===== src/rtl/mem_arbiter.sv =====
// Two-master (fetch/data) front end for the word RAM, with a per-access watchdog.
// Define MEM_ARB_RR_EN for round-robin grant under contention; default is data-first fixed priority.
module mem_arbiter #(
  parameter int TIMEOUT_CYC = 16,
  parameter int TO_W        = 5
) (
  input  logic        clk,
  input  logic        rst_n,
  input  logic        if_req,
  input  logic [31:0] if_addr,
  output logic [31:0] if_data,
  output logic        if_ack,
  output logic        if_err,
  input  logic        d_req,
  input  logic        d_we,
  input  logic [31:0] d_addr,
  input  logic [31:0] d_wdata,
  output logic [31:0] d_rdata,
  output logic        d_ack,
  output logic        d_err,
  output logic [31:0] r_addr,
  output logic [31:0] w_addr,
  output logic [31:0] w_line,
  output logic        read,
  output logic        write,
  input  logic [31:0] r_line,
  input  logic        rrdy,
  input  logic        wrdy,
  input  logic        exc
);

  typedef enum logic [1:0] {IDLE, RD, WR} state_t;

  state_t state, state_nxt;

  logic [TO_W-1:0] wd_cnt, wd_cnt_nxt;
  logic            gnt_d, gnt_d_nxt;
  logic            grant_d, any_req;
  logic            rdy_hit, exc_hit, to_hit, done;
  logic            err_val;
  logic [31:0]     rdata_val;

  logic [31:0] r_addr_nxt, w_addr_nxt, w_line_nxt, if_data_nxt, d_rdata_nxt;
  logic        read_nxt, write_nxt, if_ack_nxt, if_err_nxt, d_ack_nxt, d_err_nxt;

  // gnt_d doubles as the "last granted" pointer; reset value 0 means fetch.
  always_comb begin
    any_req = if_req | d_req;
`ifdef MEM_ARB_RR_EN
    if (if_req && d_req) grant_d = ~gnt_d;
    else                 grant_d = d_req;
`else
    grant_d = d_req;
`endif
  end

  // exc seen on the first access cycle is left over from the previous access.
  always_comb begin
    rdy_hit = ((state == RD) && rrdy) || ((state == WR) && wrdy);
    exc_hit = exc && (wd_cnt != '0);
    to_hit  = (wd_cnt == TO_W'(TIMEOUT_CYC - 1));
    done    = (state != IDLE) && (rdy_hit || exc_hit || to_hit);
    err_val = ~rdy_hit;
    rdata_val = ((state == RD) && rrdy) ? r_line : 32'h0;
  end

  always_ff @(posedge clk or negedge rst_n) begin
    if (!rst_n) state <= IDLE;
    else        state <= state_nxt;
  end

  always_comb begin
    state_nxt = state;
    case (state)
      IDLE:    if (any_req) state_nxt = (grant_d && d_we) ? WR : RD;
      RD, WR:  if (done) state_nxt = IDLE;
      default: state_nxt = IDLE;
    endcase
  end

  always_comb begin
    r_addr_nxt  = r_addr;
    w_addr_nxt  = w_addr;
    w_line_nxt  = w_line;
    if_data_nxt = if_data;
    d_rdata_nxt = d_rdata;
    read_nxt    = 1'b0;
    write_nxt   = 1'b0;
    if_ack_nxt  = 1'b0;
    if_err_nxt  = 1'b0;
    d_ack_nxt   = 1'b0;
    d_err_nxt   = 1'b0;
    gnt_d_nxt   = gnt_d;
    wd_cnt_nxt  = '0;
    case (state)
      IDLE: begin
        if (any_req) begin
          gnt_d_nxt = grant_d;
          if (grant_d && d_we) begin
            write_nxt  = 1'b1;
            w_addr_nxt = d_addr;
            w_line_nxt = d_wdata;
          end else begin
            read_nxt   = 1'b1;
            r_addr_nxt = grant_d ? d_addr : if_addr;
          end
        end
      end
      RD, WR: begin
        if (done) begin
          if (gnt_d) begin
            d_ack_nxt   = 1'b1;
            d_err_nxt   = err_val;
            d_rdata_nxt = rdata_val;
          end else begin
            if_ack_nxt  = 1'b1;
            if_err_nxt  = err_val;
            if_data_nxt = rdata_val;
          end
        end else begin
          read_nxt   = (state == RD);
          write_nxt  = (state == WR);
          wd_cnt_nxt = wd_cnt + TO_W'(1);
        end
      end
      default: ;
    endcase
  end

  always_ff @(posedge clk or negedge rst_n) begin
    if (!rst_n) begin
      r_addr  <= '0;
      w_addr  <= '0;
      w_line  <= '0;
      read    <= 1'b0;
      write   <= 1'b0;
      if_data <= '0;
      if_ack  <= 1'b0;
      if_err  <= 1'b0;
      d_rdata <= '0;
      d_ack   <= 1'b0;
      d_err   <= 1'b0;
      gnt_d   <= 1'b0;
      wd_cnt  <= '0;
    end else begin
      r_addr  <= r_addr_nxt;
      w_addr  <= w_addr_nxt;
      w_line  <= w_line_nxt;
      read    <= read_nxt;
      write   <= write_nxt;
      if_data <= if_data_nxt;
      if_ack  <= if_ack_nxt;
      if_err  <= if_err_nxt;
      d_rdata <= d_rdata_nxt;
      d_ack   <= d_ack_nxt;
      d_err   <= d_err_nxt;
      gnt_d   <= gnt_d_nxt;
      wd_cnt  <= wd_cnt_nxt;
    end
  end

endmodule


===== config.mk =====
export PLATFORM = sky130hd
export DESIGN_NAME = mem_arbiter
export DESIGN_NICKNAME = d
export VERILOG_FILES = /design/src/rtl/mem_arbiter.sv
export SDC_FILE = /design/constraint.sdc
export NUM_CORES = 1
export LEC_CHECK = 0
export CAP_MARGIN = 30
export CORE_AREA = 2 2 116 118
export DETAILED_ROUTE_END_ITERATION = 8
export DIE_AREA = 0 0 118 120
export DONT_BUFFER_PORTS = 1
export PLACE_DENSITY = 0.85
export SYNTH_ARGS = -nofsm -noshare
export SYNTH_HDL_FRONTEND = slang
export SYNTH_SLANG_ARGS = --single-unit

===== constraint.sdc =====
create_clock -name clk -period 5.4 [get_ports clk]
set_input_delay 1.08 -clock clk [delete_from_list [all_inputs] [get_ports clk]]
set_output_delay 1.08 -clock clk [all_outputs]
set_load 0.05 [all_outputs]

After elaboration in Yosys (flattened, before gate mapping)
Index checks and enable logic that the tools add are counted.
{ "word_totals": {"regBits": 174, "input_bits": 136, "output_inout_bits": 166} }
{ "op_classes": {"n_addsub": 1, "n_eq_ne": 5, "n_mux": 28, "n_bitwise": 4, "reduce_logical": 18} }
{ "op_table": {"columns": ["operator", "count"], "rows": [
  ["32-bit 2-to-1 mux", 2],
  ["1-bit 2-to-1 mux", 18],
  ["3-bit AND reduction", 4],
  ["5-bit 2-to-1 mux", 2],
  ["2-bit 2-to-1 mux", 3],
  ["5-bit by 1-bit adder with 5-bit output (second input constant)", 1],
  ["5-bit by 4-bit equality test with 1-bit output (second input constant)", 1],
  ["1-bit logical AND", 5],
  ["5-bit nonzero test", 1],
  ["2-bit != test (second input constant)", 2],
  ["1-bit case mux with 2 select lines", 2],
  ["2-bit case mux with 2 select lines", 1],
  ["2-bit AND reduction", 2],
  ["1-bit logical OR", 3],
  ["1-bit NOT", 3],
  ["2-bit by 1-bit equality test with 1-bit output (second input constant)", 1],
  ["2-bit equality test (second input constant)", 1],
  ["2-bit logical NOT", 1],
  ["2-bit nonzero test", 1],
  ["2-bit OR reduction", 1],
  ["1-bit bitwise OR", 1]
]} }

Longest topological paths before layout
Gate-level depths: netlist of the first run.
{ "logic_depth": {"depth_word": 8, "ltp_mapped": 8} }

Least setup slack after synthesis of the first run
No wires, ideal clock.
{ "synth_timing": {"kind": "input to register", "from": "input port d_req", "to": "register r_addr[10]", "setup_ns": 0.125, "arrival_ns": 2.260, "setup_slack_ns": 3.015, "path_stages": 5, "cell_sequence": "buf_2 > nand2b_1 > a21oi_1 > buf_2 > mux2_2"} }
{ "synth_between": {"elab_chain_len": 3, "word_cells_on_any_way": 5, "classes_between": "mux (1); bitwise (2); reduce/logical (2)"} }
{ "synth_rtl": {"columns": ["item", "line_no", "source"], "rows": [
  ["start: declaration", "14", "input logic d_req,"],
  ["1-bit logical AND", "99", "if (grant_d && d_we) begin"],
  ["1-bit NOT (no line)", null, null],
  ["3-bit AND reduction (no line)", null, null],
  ["end signal: assignment", "146", "r_addr <= r_addr_nxt;"],
  ["end: declaration", "21", "output logic [31:0] r_addr,"]
]} }
Parallel ways exist; a longest one is shown, timed or not.
A chain may end at the register's enable or synchronous reset.

Worst setup path in the final report of the first run
{ "layout_timing": {"from": "register state[1]", "to": "register r_addr[31]"} }
{ "layout_between": {"elab_chain_len": 2} }
{ "layout_rtl": {"columns": ["item", "line_no", "source"], "rows": [
  ["start: declaration", "34", "state_t state, state_nxt;"],
  ["start signal: assignment", "69", "else state <= state_nxt;"],
  ["2-bit logical NOT", "95", "case (state)"],
  ["3-bit AND reduction (no line)", null, null]
]} }
Every way passes these cells.

==> results of run 1 <==
[routing by layer]
| layer | vias up | GRT usage |
|---|---|---|
| li1 | 2098 | - |
| met1 | 2346 | 0.289 |
| met2 | 219 | 0.426 |
| met3 | 26 | 0.116 |
| met4 | 0 | 0.0949 |
| met5 | - | 0 |
[cell families (layout without fill, tap and decap cells)]
family,count (synthesis),in the layout,synth area share
multiplexers,192,192,0.267
flip-flops,174,174,0.558
buffers and inverters,108,108,0.0600
AO/OA/AOI/OAI,81,81,0.0592
AND/OR/NAND/NOR,53,53,0.0423
adder cells (fa/ha/maj),7,7,0.0112
XOR/XNOR,2,2,0.00225
[registers in the layout (all words and copies together), names as in the netlist]
name     count
read         1
d_ack        1
r_addr      32
gnt_d        1
d_err        1
w_addr      32
wd_cnt       5
if_err       1
if_data     32
state        2
write        1
w_line      32
d_rdata     32
if_ack       1
[metrics by stage]
| stage | utilization | hold slack [ns] | worst slack, ns | cells | cell area, sq um |
|---|---|---|---|---|---|
| 2_1_floorplan | - | 0.455 | 3.02 | 617 | 7800 |
| 3_3_place_gp | 0.605 | 0.469 | 2.40 | 758 | 7860 |
| 3_5_place_dp | 0.609 | 0.489 | 2.67 | 760 | 7900 |
| 4_1_cts | 0.657 | 0.336 | 2.65 | 791 | 8530 |
| 5_1_grt | 0.661 | 0.331 | 2.89 | 793 | 8580 |
| 6_report | 0.661 | 0.352 | 3.07 | 793 | 8580 |
[final timing paths]
path	endpoint	slack, ns
min in group clk	wd_cnt[0]	0.50
min	d_rdata[28]	0.35
min reg2reg	wd_cnt[0]	0.50
max in group asynchronous	r_addr[26]	4.79
max	r_addr[31]	3.07
max reg2reg	r_addr[31]	3.07
[critical path, cell delays in order, from the launching register on]
cell,delay (ns)
dfrtp_1,0.42
inv_1,0.12
ha_1,0.35
clkinv_1,0.36
a21oi_4,0.35
buf_12,0.24
mux2_2,0.36
[synth_stat cells (all sizes together)]
| cell | instances | area, sq um |
|---|---|---|
| a21oi | 4 | 20.0 |
| nand3 | 2 | 10.0 |
| a22o | 2 | 17.5 |
| a211o | 1 | 8.76 |
| o21bai | 1 | 7.51 |
| nand3b | 1 | 7.51 |
| ha | 7 | 87.6 |
| or4b | 1 | 10.0 |
| a211oi | 4 | 30.0 |
| dfrtp | 174 | 4350 |
| and3 | 33 | 206 |
| and2 | 4 | 25.0 |
| mux2 | 128 | 1440 |
| a221oi | 1 | 15.0 |
| inv | 70 | 263 |
| xor2 | 1 | 8.76 |
| or2 | 1 | 6.26 |
| a2bb2oi | 1 | 8.76 |
| clkinv | 1 | 3.75 |
| and3b | 1 | 8.76 |
| nor3b | 3 | 22.5 |
| nand2 | 4 | 15.0 |
| o21ai | 64 | 320 |
| buf | 21 | 141 |
| nand2b | 3 | 18.8 |
| mux2i | 64 | 641 |
| o221ai | 1 | 8.76 |
| xnor2 | 1 | 8.76 |
| o32ai | 2 | 25.0 |
| clkbuf | 16 | 60.1 |
[final cells by class]
| class | count | area (sq um) |
|---|---|---|
| Clock inverter | 8 | 154 |
| Clock buffer | 23 | 478 |
| Multi-Input combinational cell | 335 | 3000 |
| Sequential cell | 174 | 4350 |
| Timing Repair Buffer | 6 | 100 |
| Fill cell | 956 | 4400 |
| Inverter | 71 | 267 |
| Tap cell | 176 | 220 |
==> results.rst, run 1 <==
.. list-table::
   :header-rows: 1

   * - Metric
     - Value
   * - Result of the run
     - completed
   * - HPWL reported at the end of detailed placement
     - 12.7 mm
   * - Area added between synthesis and finish
     - 9.93%
   * - Element type at the critical path end
     - register
   * - Core area
     - 13,000 sq um
   * - Highest-count cells in the layout ignoring fill and taps
     - 174 x dfrtp_1, 128 x mux2_2, 70 x inv_1
   * - Port Buffers
     - 0
   * - Area of the die
     - 14,200 sq um
   * - Post-synthesis cell count
     - 617
   * - Met2 wire len
     - slightly above 9 mm
   * - Die Y
     - 120 um
   * - Worst-case clock buffer depth
     - 2
   * - Synthesized netlist net count
     - 760
   * - Number of unique standard cell types used by synthesis
     - 34
   * - Drt first pass iters
     - 4
   * - Netlist area before placement
     - between 7000 and 8000 sq um
   * - Detailed-route wire length per cell
     - ~23 um
   * - Highest net fanout along the worst path
     - 28
   * - Initial core utilization
     - 0.601
   * - Part of the Yosys area used for sequential elements
     - 0.558
   * - Total of warnings raised by yosys
     - 0
   * - Number of H-tree branching levels
     - 4
   * - HP Class
     - in -> async
   * - Share of the cycle needed by the critical path after routing
     - 0.431
   * - ANT cells
     - 0
   * - DR vias
     - 4,689
   * - Arrival time of data at the critical path endpoint
     - 2.63 ns
   * - DRT Wirelength
     - 18.0 mm
   * - Width of the die
     - 118 um
   * - Leading cell type in the layout, fill and taps excluded
     - dfrtp_1
   * - Post-DRT Antenna Nets
     - 0
   * - Largest net degree at the start of global routing
     - 175
   * - Buffers inserted during post-CTS setup optimization
     - 0
   * - Final critical delay including setup and external delays
     - approximately 2.3 ns
   * - Clock slew at reported path FFs
     - 0.06 ns
   * - Number of global-route vias before repair
     - 5,007
   * - Number of max-slew violations in the final report
     - 0
   * - I/O pin count
     - 302
   * - Clock Tree Root
     - clkbuf_16
   * - Required time at the worst-slack endpoint
     - about 5.7 ns
   * - Fraction of layout cells with a size suffix above 1
     - 0.276
   * - Critical Path Start Type
     - register
   * - Worst setup path category
     - reg -> reg
   * - Count of clock tree sinks
     - 174
   * - DRC Markers
     - 0
   * - GPL Wtd Cong
     - 0.780
   * - Layout Nets
     - 748
   * - Beginning of the critical path
     - state[1]
   * - Met3 Routed Length
     - roughly 1.9 mm
   * - Highest clock frequency the design can meet
     - 0.430 GHz
   * - Overall fraction of global-route tracks in use
     - 0.255
   * - Mapped Avg Cell Area
     - ~13 sq um
   * - Num CTS Buffers
     - 17
   * - Number of endpoints with negative hold slack in the final report
     - 0
   * - Clock insertion delay at the later pin of the skew report
     - roughly 0.42 ns
   * - Final-layout setup total negative slack
     - 0 ns
   * - TritonCTS clock tree
     - done
   * - First DRT Iteration DRCs
     - 333
   * - Initial antenna violation count
     - 0
   * - Largest clock skew in the final design
     - 0.00974 ns
   * - Number of max-capacitance violations reported
     - 0
   * - Setup violations, final
     - 0
   * - DRT met1 WL
     - roughly 6.5 mm
   * - Post-CTS Resized
     - 0
   * - Number of buffers inserted for hold repair after clock tree synthesis
     - 0
   * - Overflow left after global routing
     - 0
   * - Tightest Pin Transition
     - around 0.68 ns
   * - Global-route wire length before repair
     - 27.9 mm
   * - Flop and latch count out of synthesis
     - around 170
   * - Uppermost routed layer
     - met4
   * - Num rows
     - 42
   * - Via density per instance
     - 5.91
   * - Worst slew margin relative to its limit
     - 0.549
   * - Count of cells along the worst register-to-register path
     - 6
   * - Reg-to-reg critical path startpoint
     - state[1]
   * - Unrepaired setup endpoints after global routing
     - false
Power of run 1 is not shown: default switching activity piles up to over one toggle a cycle in this logic, so the estimate is an artifact.
==> run 2, diff against run 1 <==
CORE_AREA = 2 2 118 120   (was 2 2 116 118)
DIE_AREA = 0 0 120 122   (was 0 0 118 120)
PLACE_DENSITY = 0.83   (was 0.85)
clock period = 2.4 ns   (was 5.4 ns; I/O delays follow)
==> results.rst, run 2 (synthesized netlist as in run 1, its figures left out) <==
.. list-table::
   :header-rows: 1

   * - Metric
     - Value
   * - Area of the die
     - 14,600 sq um (+3.4%)
   * - Area added between synthesis and finish
     - 9.62%
   * - GPL Wtd Cong
     - 0.822 (+5.4%)
   * - Fraction of layout cells with a size suffix above 1
     - 0.281 (+0.00512)
   * - Unrepaired setup endpoints after global routing
     - false
   * - Final critical delay including setup and external delays
     - 2.19 ns (-0.136 ns)
   * - Drt first pass iters
     - 4 (unchanged)
   * - Reg-to-reg slack, setup
     - 0.21 ns (-2.86 ns)
   * - Clock slew at reported path FFs
     - 0.06 ns (about the same)
   * - Via density per instance
     - 5.82 (-1.6%)
   * - DRC Markers
     - 0 (unchanged)
   * - Final-layout worst hold slack
     - -0.239 ns (-0.592 ns)
   * - Layout Nets
     - 751 (+0.40%)
   * - DR vias
     - 4,659 (-0.64%)
   * - Highest net fanout along the worst path
     - 32 (+14%)
   * - Highest-count cells in the layout ignoring fill and taps
     - 174 x dfrtp_1, 128 x mux2_2, 70 x inv_1
   * - Buffers inserted during post-CTS setup optimization
     - 0 (unchanged)
   * - First DRT Iteration DRCs
     - 233 (-30%)
   * - HP Class
     - in -> async
   * - HPWL reported at the end of detailed placement
     - 12.2 mm (-3.8%)
   * - Worst slew margin relative to its limit
     - 0.619 (+0.0707)
   * - I/O pin count
     - 302 (unchanged)
   * - Number of H-tree branching levels
     - 4 (unchanged)
   * - Number of fill cells in the layout
     - 991 (+3.7%)
   * - Num CTS Buffers
     - 17 (unchanged)
   * - Overflow left after global routing
     - 0 (unchanged)
   * - Critical Path Start Type
     - register
   * - Crit Reg-Reg Endpoint
     - r_addr[2]
   * - Number of global-route vias before repair
     - 5,037 (+0.60%)
   * - Clock insertion delay at the later pin of the skew report
     - 0.42 ns (about the same)
   * - Initial antenna violation count
     - 1 (+1)
   * - Global-route wire length before repair
     - 26.6 mm (-4.6%)
   * - TritonCTS clock tree
     - done
   * - Width of the die
     - 120 um (+1.7%)
   * - Tightest Pin Transition
     - 0.571 ns (-0.106 ns)
   * - Count of cells along the worst register-to-register path
     - 6 (unchanged)
   * - Port Buffers
     - 0 (unchanged)
   * - Worst setup path category
     - reg -> reg
   * - Number of endpoints with negative hold slack in the final report
     - 174 (+174)
   * - Detailed-route wire length per cell
     - 21.5 um (-5.0%)
   * - Initial core utilization
     - 0.578 (-0.0233)
   * - DRT Wirelength
     - 17.2 mm (-4.1%)
   * - Clock Tree Root
     - clkbuf_16
   * - Overall fraction of global-route tracks in use
     - 0.235 (-0.0204)
   * - Highest clock frequency the design can meet
     - 0.457 GHz (+6.2%)
   * - Count of clock tree sinks
     - 174 (unchanged)
   * - Number of max-slew violations in the final report
     - 0 (unchanged)
   * - Core area
     - 13,500 sq um (+4.0%)
   * - Required time at the worst-slack endpoint
     - 2.70 ns (-3.00 ns)
   * - Final-layout setup total negative slack
     - 0 ns (unchanged)
   * - Worst-case clock buffer depth
     - 2 (unchanged)
   * - Failing checks
     - negative hold slack
   * - Num rows
     - 43 (+2.4%)
   * - Share of the cycle needed by the critical path after routing
     - 0.912 (+0.482)
   * - Leading cell type in the layout, fill and taps excluded
     - dfrtp_1
   * - Number of max-capacitance violations reported
     - 0 (unchanged)
   * - Post-DRT Antenna Nets
     - 0 (unchanged)
   * - Arrival time of data at the critical path endpoint
     - 2.49 ns (-0.14 ns)
   * - Reg-to-reg critical path startpoint
     - state[1]
   * - Setup violations, final
     - 0 (unchanged)
   * - Die Y
     - 122 um (+1.7%)
   * - Result of the run
     - finished with violations
   * - Largest clock skew in the final design
     - 0.00818 ns (-0.00156 ns)
   * - Largest net degree at the start of global routing
     - 175 (unchanged)
   * - Element type at the critical path end
     - register
## run 2: changes by cell type in the layout (fill, tap and decap cells not counted), sizes merged
| cell | change |
|---|---|
| bufinv | -2 |
| clkbuf | -3 |
| clkinvlp | -1 |
| clkinv | +7 |
| inv | -2 |
| diode | +1 |
| buf | +4 |
## run 2: through the flow
step	hold WS, ns	utilization	std cells	setup WS, ns	area [sq um]
5_1_grt	-0.267	0.633	801	0.0169	8550
6_report	-0.239	0.633	801	0.210	8550
3_3_place_gp	0.188	0.590	769	0.269	7970
4_1_cts	-0.258	0.633	800	0.160	8540
2_1_floorplan	0.184	-	617	0.425	7800
3_5_place_dp	0.188	0.590	769	0.194	7970
## run 2: area by class of cell
class	count	area, sq um	share of cell area
Sequential cell	174	4350	0.509
Multi-Input combinational cell	335	3010	0.352
Clock buffer	21	460	0.0538
Inverter	71	267	0.0312
Tap cell	180	225	0.0263
Timing Repair Buffer	9	118	0.0138
Clock inverter	10	115	0.0135
Antenna cell	1	2.50	0.000293
## run 2: repair_timing
action,CTS,global route
resized for setup,0,1
endpoints found under the setup margin,0,3
endpoints found under the hold margin,174,174
## run 2: how the worst max path moves through the flow
stage	start	end	slack, ns	cells past startpoint
3_3_place_gp	wd_cnt[0]	d_ack	0.27	6
2_1_floorplan	state[0]	r_addr[10]	0.43	7
4_1_cts	wd_cnt[0]	d_rdata[6]	0.16	6
5_1_grt	state[0]	r_addr[16]	0.02	6
3_5_place_dp	wd_cnt[0]	d_rdata[6]	0.19	6
6_report	state[1]	r_addr[2]	0.21	6
## run 2: critical path: stages (launching register included)
cell and delay, ns:
dfrtp_1 0.42, inv_1 0.12, ha_1 0.36, clkinv_1 0.35
a21oi_4 0.23, buf_12 0.22, mux2_2 0.36
## run 2: layer usage
layer  share of wire  up-vias  track usage
met4           0.015        0       0.0816
met2            0.51      197        0.402
met3           0.099       19        0.102
met5               0        -            0
met1            0.37     2348        0.263
li1                -     2095            -
Power of run 2 is left out for the same reason.
